==> config.mk <==
export PLATFORM = sky130hd
export DESIGN_NAME = frodo_mac4
export DESIGN_NICKNAME = d
export VERILOG_FILES = /design/src/rtl/frodo_pkg.sv /design/src/rtl/frodo_mac_lane.sv /design/src/rtl/frodo_mac4.sv
export SDC_FILE = /design/constraint.sdc
export NUM_CORES = 2
export LEC_CHECK = 0
export ABC_AREA = 0
export CORE_MARGIN = 5
export CORE_UTILIZATION = 50
export DETAILED_ROUTE_END_ITERATION = 10
export PLACE_DENSITY = 0.75
export SLEW_MARGIN = 20
export SYNTH_ARGS = -nofsm -noshare
export SYNTH_HDL_FRONTEND = slang
export SYNTH_SLANG_ARGS = --single-unit
==> constraint.sdc <==
create_clock -name clk -period 6.3 [get_ports clk]
set_input_delay 0.945 -clock clk [delete_from_list [all_inputs] [get_ports clk]]
set_output_delay 0.945 -clock clk [all_outputs]
set_load 0.01 [all_outputs]
==> src/rtl/frodo_pkg.sv <==
// Shared definitions for the FrodoKEM four-lane MAC datapath:
// lane geometry, parameter-set encodings and the per-mode modulus mask.
package frodo_pkg;

    localparam int LANES = 4;
    localparam int W     = 16;

    typedef enum logic [1:0] {
        MODE_640  = 2'd0,
        MODE_976  = 2'd1,
        MODE_1344 = 2'd2,
        MODE_RSVD = 2'd3
    } mode_e;

    // q is a power of two, so reduction mod q is a bit mask; the reserved
    // encoding falls back to the 2^16 modulus.
    function automatic logic [W-1:0] q_mask(input logic [1:0] mode);
        if (mode_e'(mode) == MODE_640) begin
            return 16'h7FFF;
        end
        return 16'hFFFF;
    endfunction

endpackage

==> src/rtl/frodo_mac_lane.sv <==
// One 16-bit MAC lane: low half of the product in stage 1, then
// addend select, modulus mask and the running-sum register in stage 2.
module frodo_mac_lane
    import frodo_pkg::*;
(
    input  logic         clk,
    input  logic         rst,
    input  logic         s1_load_i,
    input  logic         s2_load_i,
    input  logic [W-1:0] a_i,
    input  logic [W-1:0] b_i,
    input  logic [W-1:0] c_i,
    input  logic         first_i,
    input  logic [W-1:0] mask_i,
    output logic [W-1:0] data_o
);

    logic [W-1:0] p_d;
    logic [W-1:0] p_q;
    logic [W-1:0] c_q;
    logic [W-1:0] addend;
    logic [W-1:0] data_d;
    logic [W-1:0] data_q;

    // Only the low W bits of the product matter since q divides 2^W.
    assign p_d    = a_i * b_i;
    assign addend = first_i ? c_q : data_q;
    assign data_d = (p_q + addend) & mask_i;

    always_ff @(posedge clk or posedge rst) begin
        if (rst) begin
            p_q <= '0;
            c_q <= '0;
        end else if (s1_load_i) begin
            p_q <= p_d;
            c_q <= c_i;
        end
    end

    // Holds across bubbles and stalls so a sum can resume on the next beat.
    always_ff @(posedge clk or posedge rst) begin
        if (rst) begin
            data_q <= '0;
        end else if (s2_load_i) begin
            data_q <= data_d;
        end
    end

    assign data_o = data_q;

endmodule

==> src/rtl/frodo_mac4.sv <==
// Four-lane multiply-accumulate stage behind the matrix address generator:
// two-stage pipeline with valid/ready flow control and in-lane accumulation.
module frodo_mac4
    import frodo_pkg::*;
(
    input  logic               clk,
    input  logic               rst,
    input  logic [1:0]         mode,
    input  logic               in_valid,
    output logic               in_ready,
    input  logic               in_first,
    input  logic               in_last,
    input  logic [W-1:0]       mac_A,
    input  logic [LANES*W-1:0] mac_B,
    input  logic [LANES*W-1:0] mac_C,
    output logic               out_valid,
    input  logic               out_ready,
    output logic               out_last,
    output logic [W-1:0]       mac_data_0,
    output logic [W-1:0]       mac_data_1,
    output logic [W-1:0]       mac_data_2,
    output logic [W-1:0]       mac_data_3
);

    logic         adv;
    logic         accept;
    logic         s2_load;
    logic [W-1:0] mask;

    logic         v1_q;
    logic         first_q;
    logic         last_q;
    logic [1:0]   mode_q;
    logic         out_valid_q;
    logic         out_last_q;

    logic [W-1:0] lane_data [LANES];

    // A single advance enable freezes both stages together under backpressure.
    assign adv     = !out_valid_q || out_ready;
    assign accept  = in_valid && adv;
    assign s2_load = adv && v1_q;
    assign mask    = q_mask(mode_q);

    always_ff @(posedge clk or posedge rst) begin
        if (rst) begin
            v1_q    <= 1'b0;
            first_q <= 1'b0;
            last_q  <= 1'b0;
            mode_q  <= 2'd0;
        end else if (adv) begin
            v1_q <= accept;
            if (accept) begin
                first_q <= in_first;
                last_q  <= in_last;
                mode_q  <= mode;
            end
        end
    end

    always_ff @(posedge clk or posedge rst) begin
        if (rst) begin
            out_valid_q <= 1'b0;
            out_last_q  <= 1'b0;
        end else if (adv) begin
            out_valid_q <= v1_q;
            out_last_q  <= v1_q && last_q;
        end
    end

    for (genvar i = 0; i < LANES; i++) begin : g_lane
        frodo_mac_lane u_lane (
            .clk       (clk),
            .rst       (rst),
            .s1_load_i (accept),
            .s2_load_i (s2_load),
            .a_i       (mac_A),
            .b_i       (mac_B[W*i +: W]),
            .c_i       (mac_C[W*i +: W]),
            .first_i   (first_q),
            .mask_i    (mask),
            .data_o    (lane_data[i])
        );
    end

    assign in_ready   = adv;
    assign out_valid  = out_valid_q;
    assign out_last   = out_last_q;
    assign mac_data_0 = lane_data[0];
    assign mac_data_1 = lane_data[1];
    assign mac_data_2 = lane_data[2];
    assign mac_data_3 = lane_data[3];

endmodule

==> metrics <==
status complete, no violations; core area 0.05234 mm²; first-pass GRT wire length 108100 µm; Pint 7526 µW; Initial Util around half; Ys Warns 0; initial antenna violation count 1; Hold Fails Final Rpt 0; grt total ovfl 0; # clock sinks roughly 200; EDFF count, synth 0; HP Class reg2reg; remaining routing DRC violations 0; CP max stage cell clkdlybuf4s50_1; Slew HR 24.57%; H-tree Lvls 4; CTS tree yes; final setup vio count 0; routability cong. around 0.91; Clock transition at path regs 80 ps; DP Worst Slack -297.3 ps; CP required 6620 ps; area grow syn2layout 14.78%; die width 239.5 µm; share of cells above drive strength 1 8.945%; finished layout cell area 0.03024 mm²; Synth Register Bits 199; I/O pin cnt around 220; worst path bufs/invs 5; final non-filler cell total 3752; vias per cell 5.287; Synth Cell Area ~0.026 mm²; Pwr Density 473.6 mW/mm²; cell mode on critical path fa_1; cts repair resizes 0; row cnt 84; die footprint ~0.057 mm²; max incr delay on CP 630 ps; CP Max Fanout 11; most frequent cells in the layout inv_1 (460), nand2_1 (444), fa_1 (324); DR pass1 iterations 5; PortBufs ~220; Comb pwr share around 77%; hold-fix buffer count after cts 0; critical path arrival 6330 ps; Synth Net Count 3599; syn_area_per_cell 9.189 µm²; RSZ-0062 raised after global routing no; setup TNS 0 ps; Gate Count Post-Synth between 2000 and 3000; detailed-route via count approximately 20000; LEAKAGE roughly 0.015 µW; clock skew 12.41 ps; post-CTS setup buffer count 0; switching share of power 47.45%; min cycle time layout around 6000 ps; commonest non-fill, non-tap cell in the layout inv_1; Distinct cells, synth 55; post-route ant nets 0; placed inst area 0.02963 mm²; Final Total Pwr 14320 µW; Reg power frac 15.2%; TritonCTS Buffers 17; NumNets Final about 3800; Root Driver clkbuf_16; Total Routing Usage GR 22.96%; NetSw 6795 µW; final WL 63960 µm; wire per inst 17.05 µm; placed cells 3719; max-cap violations 0; CP endpoint kind flip-flop; f_max 166.3 MHz; Final Cycle Share 95.45%; crit start category input pin; setup ws final 286.5 ps; Slew Viols, Final 0; hpwl dp 51210 µm; number of global-route vias before repair 21350; Die Ht 239.5 µm; peak supply drop 313.3 µV; delay-heaviest family, CP adder cells; clock share of power 7.8%; sequential share of the synthesized area between 10% and 20%; Iter 0 DRT Violations 1199; pin count of the biggest net entering global routing around 110; ys flop type dfrtp_1; insertion delay to the later sink of the worst-skew pair ~460 ps; asr flop ratio synth between 90% and 100%; crit path cell chain clkdlybuf4s50_1 > and2_1 > fa_1 > inv_1 > fa_1 > inv_1 > fa_1 > fa_1 > fa_1 > inv_1 > fa_1 > inv_1 > ha_1 > or2_2 > a21oi_1 > a21oi_1 > xnor2_1 > o21ai_1; WS Path Type in2reg; Slew @ Worst Pin 1131 ps; CTS Buffer Depth 2
==> cells by family after synthesis <==
logic type	after synthesis	share of synthesized area, %
fa+ha+maj	580	36.78
buf+inv	587	8.378
xor+xnor	210	6.981
simple gates	858	15.54
flops	199	18.90
compound gates	285	7.129
mux	148	6.288
==> synthesized netlist by cell type, drive strengths merged (9+ instances only) <==
cell type / instances / area (µm²)
nand2: 446 / 1674
a21o: 26 / 196.4
ha: 256 / 3203
or3: 15 / 93.84
o21ai: 120 / 600.6
inv: 461 / 1730
buf: 20 / 78.82
mux2: 140 / 1577
and3: 15 / 93.84
fa: 324 / 6486
nand3: 25 / 125.1
and2: 262 / 1640
nor2: 40 / 150.1
a21oi: 60 / 304.0
a41oi: 10 / 87.58
clkbuf: 106 / 397.9
nand2b: 16 / 100.1
a31o: 9 / 78.83
xor2: 67 / 586.8
xnor2: 143 / 1252
dfrtp: 199 / 4980
nor3: 27 / 140.1
==> stage by stage <==
step | util, % | hold WS (ps)
floorplan | - | 456.3
global placement | 56.61 | 474.8
detailed placement | 56.61 | 480.4
CTS | 57.75 | 500.8
global route | 57.77 | 516.1
finish | 57.77 | 497.2
==> power groups by stage <==
| stage | Combinational [µW] | Sequential (µW) | Clock [µW] |
|---|---|---|---|
| final | 11000 | 2180 | 1120 |
| after global routing | 12500 | 2240 | 1200 |
| after CTS | 11000 | 2180 | 1150 |
| after detailed placement | 10900 | 2200 | 0 |
| after global placement | 10500 | 2190 | 0 |
| after floorplan | 8050 | 2110 | 0 |
==> area by class of cell <==
cell class              instances  area [µm²]
flip-flops and latches        199        4981
multi-input cells            2081       19180
inverters                     461        1734
diodes                          1       2.502
well taps                     688       860.8
fillers                      4574       22100
repair buffers                290        2880
clock buffers                  19       442.9
clock inverters                13       155.1
==> flip-flops by register name (all words and copies together) (netlist names) <==
name	count
first_q	1
g_lane.u_lane.c_q	64
g_lane.u_lane.data_o	64
g_lane.u_lane.p_q	64
last_q	1
mode_q	2
out_last	1
out_valid	1
v1_q	1
==> worst reg2reg max path, stage by stage (launching register included) <==
cell       delay [ps]
dfrtp_2          1120
mux2i_1           390
inv_1              80
ha_1              280
a21oi_1           280
o2111ai_2         240
a2111oi_4         420
nor3_1            130
a2111oi_2         430
a21oi_1           270
xnor2_1           230
o21ai_1            70
==> path summary, 6_finish.rpt <==
path	startpoint	to	slack, ps	cells past startpoint
hold / removal	g_lane[2].u_lane.p_q[8]$_DFFE_PP0P_	g_lane[2].u_lane.p_q[8]$_DFFE_PP0P_	500	2
hold reg to reg	g_lane[2].u_lane.p_q[8]$_DFFE_PP0P_	g_lane[2].u_lane.p_q[8]$_DFFE_PP0P_	500	2
min in group asynchronous	rst	g_lane[3].u_lane.data_o[8]$_DFFE_PP0P_	980	2
setup / recovery	mac_B[21]	g_lane[1].u_lane.p_q[14]$_DFFE_PP0P_	290	18
setup reg to reg	first_q$_DFFE_PP0P_	g_lane[3].u_lane.data_o[15]$_DFFE_PP0P_	2230	11
max in group asynchronous	rst	g_lane[0].u_lane.p_q[4]$_DFFE_PP0P_	4160	3
==> metal layers <==
layer	vias up	share of wire (%)	GRT usage, %
met2	582	47	37.37
met3	97	5.6	2.706
li1	9351	-	-
met5	-	0	0
met1	9806	45	32.71
met4	0	2.3	6.536
(Power assumes the default switching activity.)
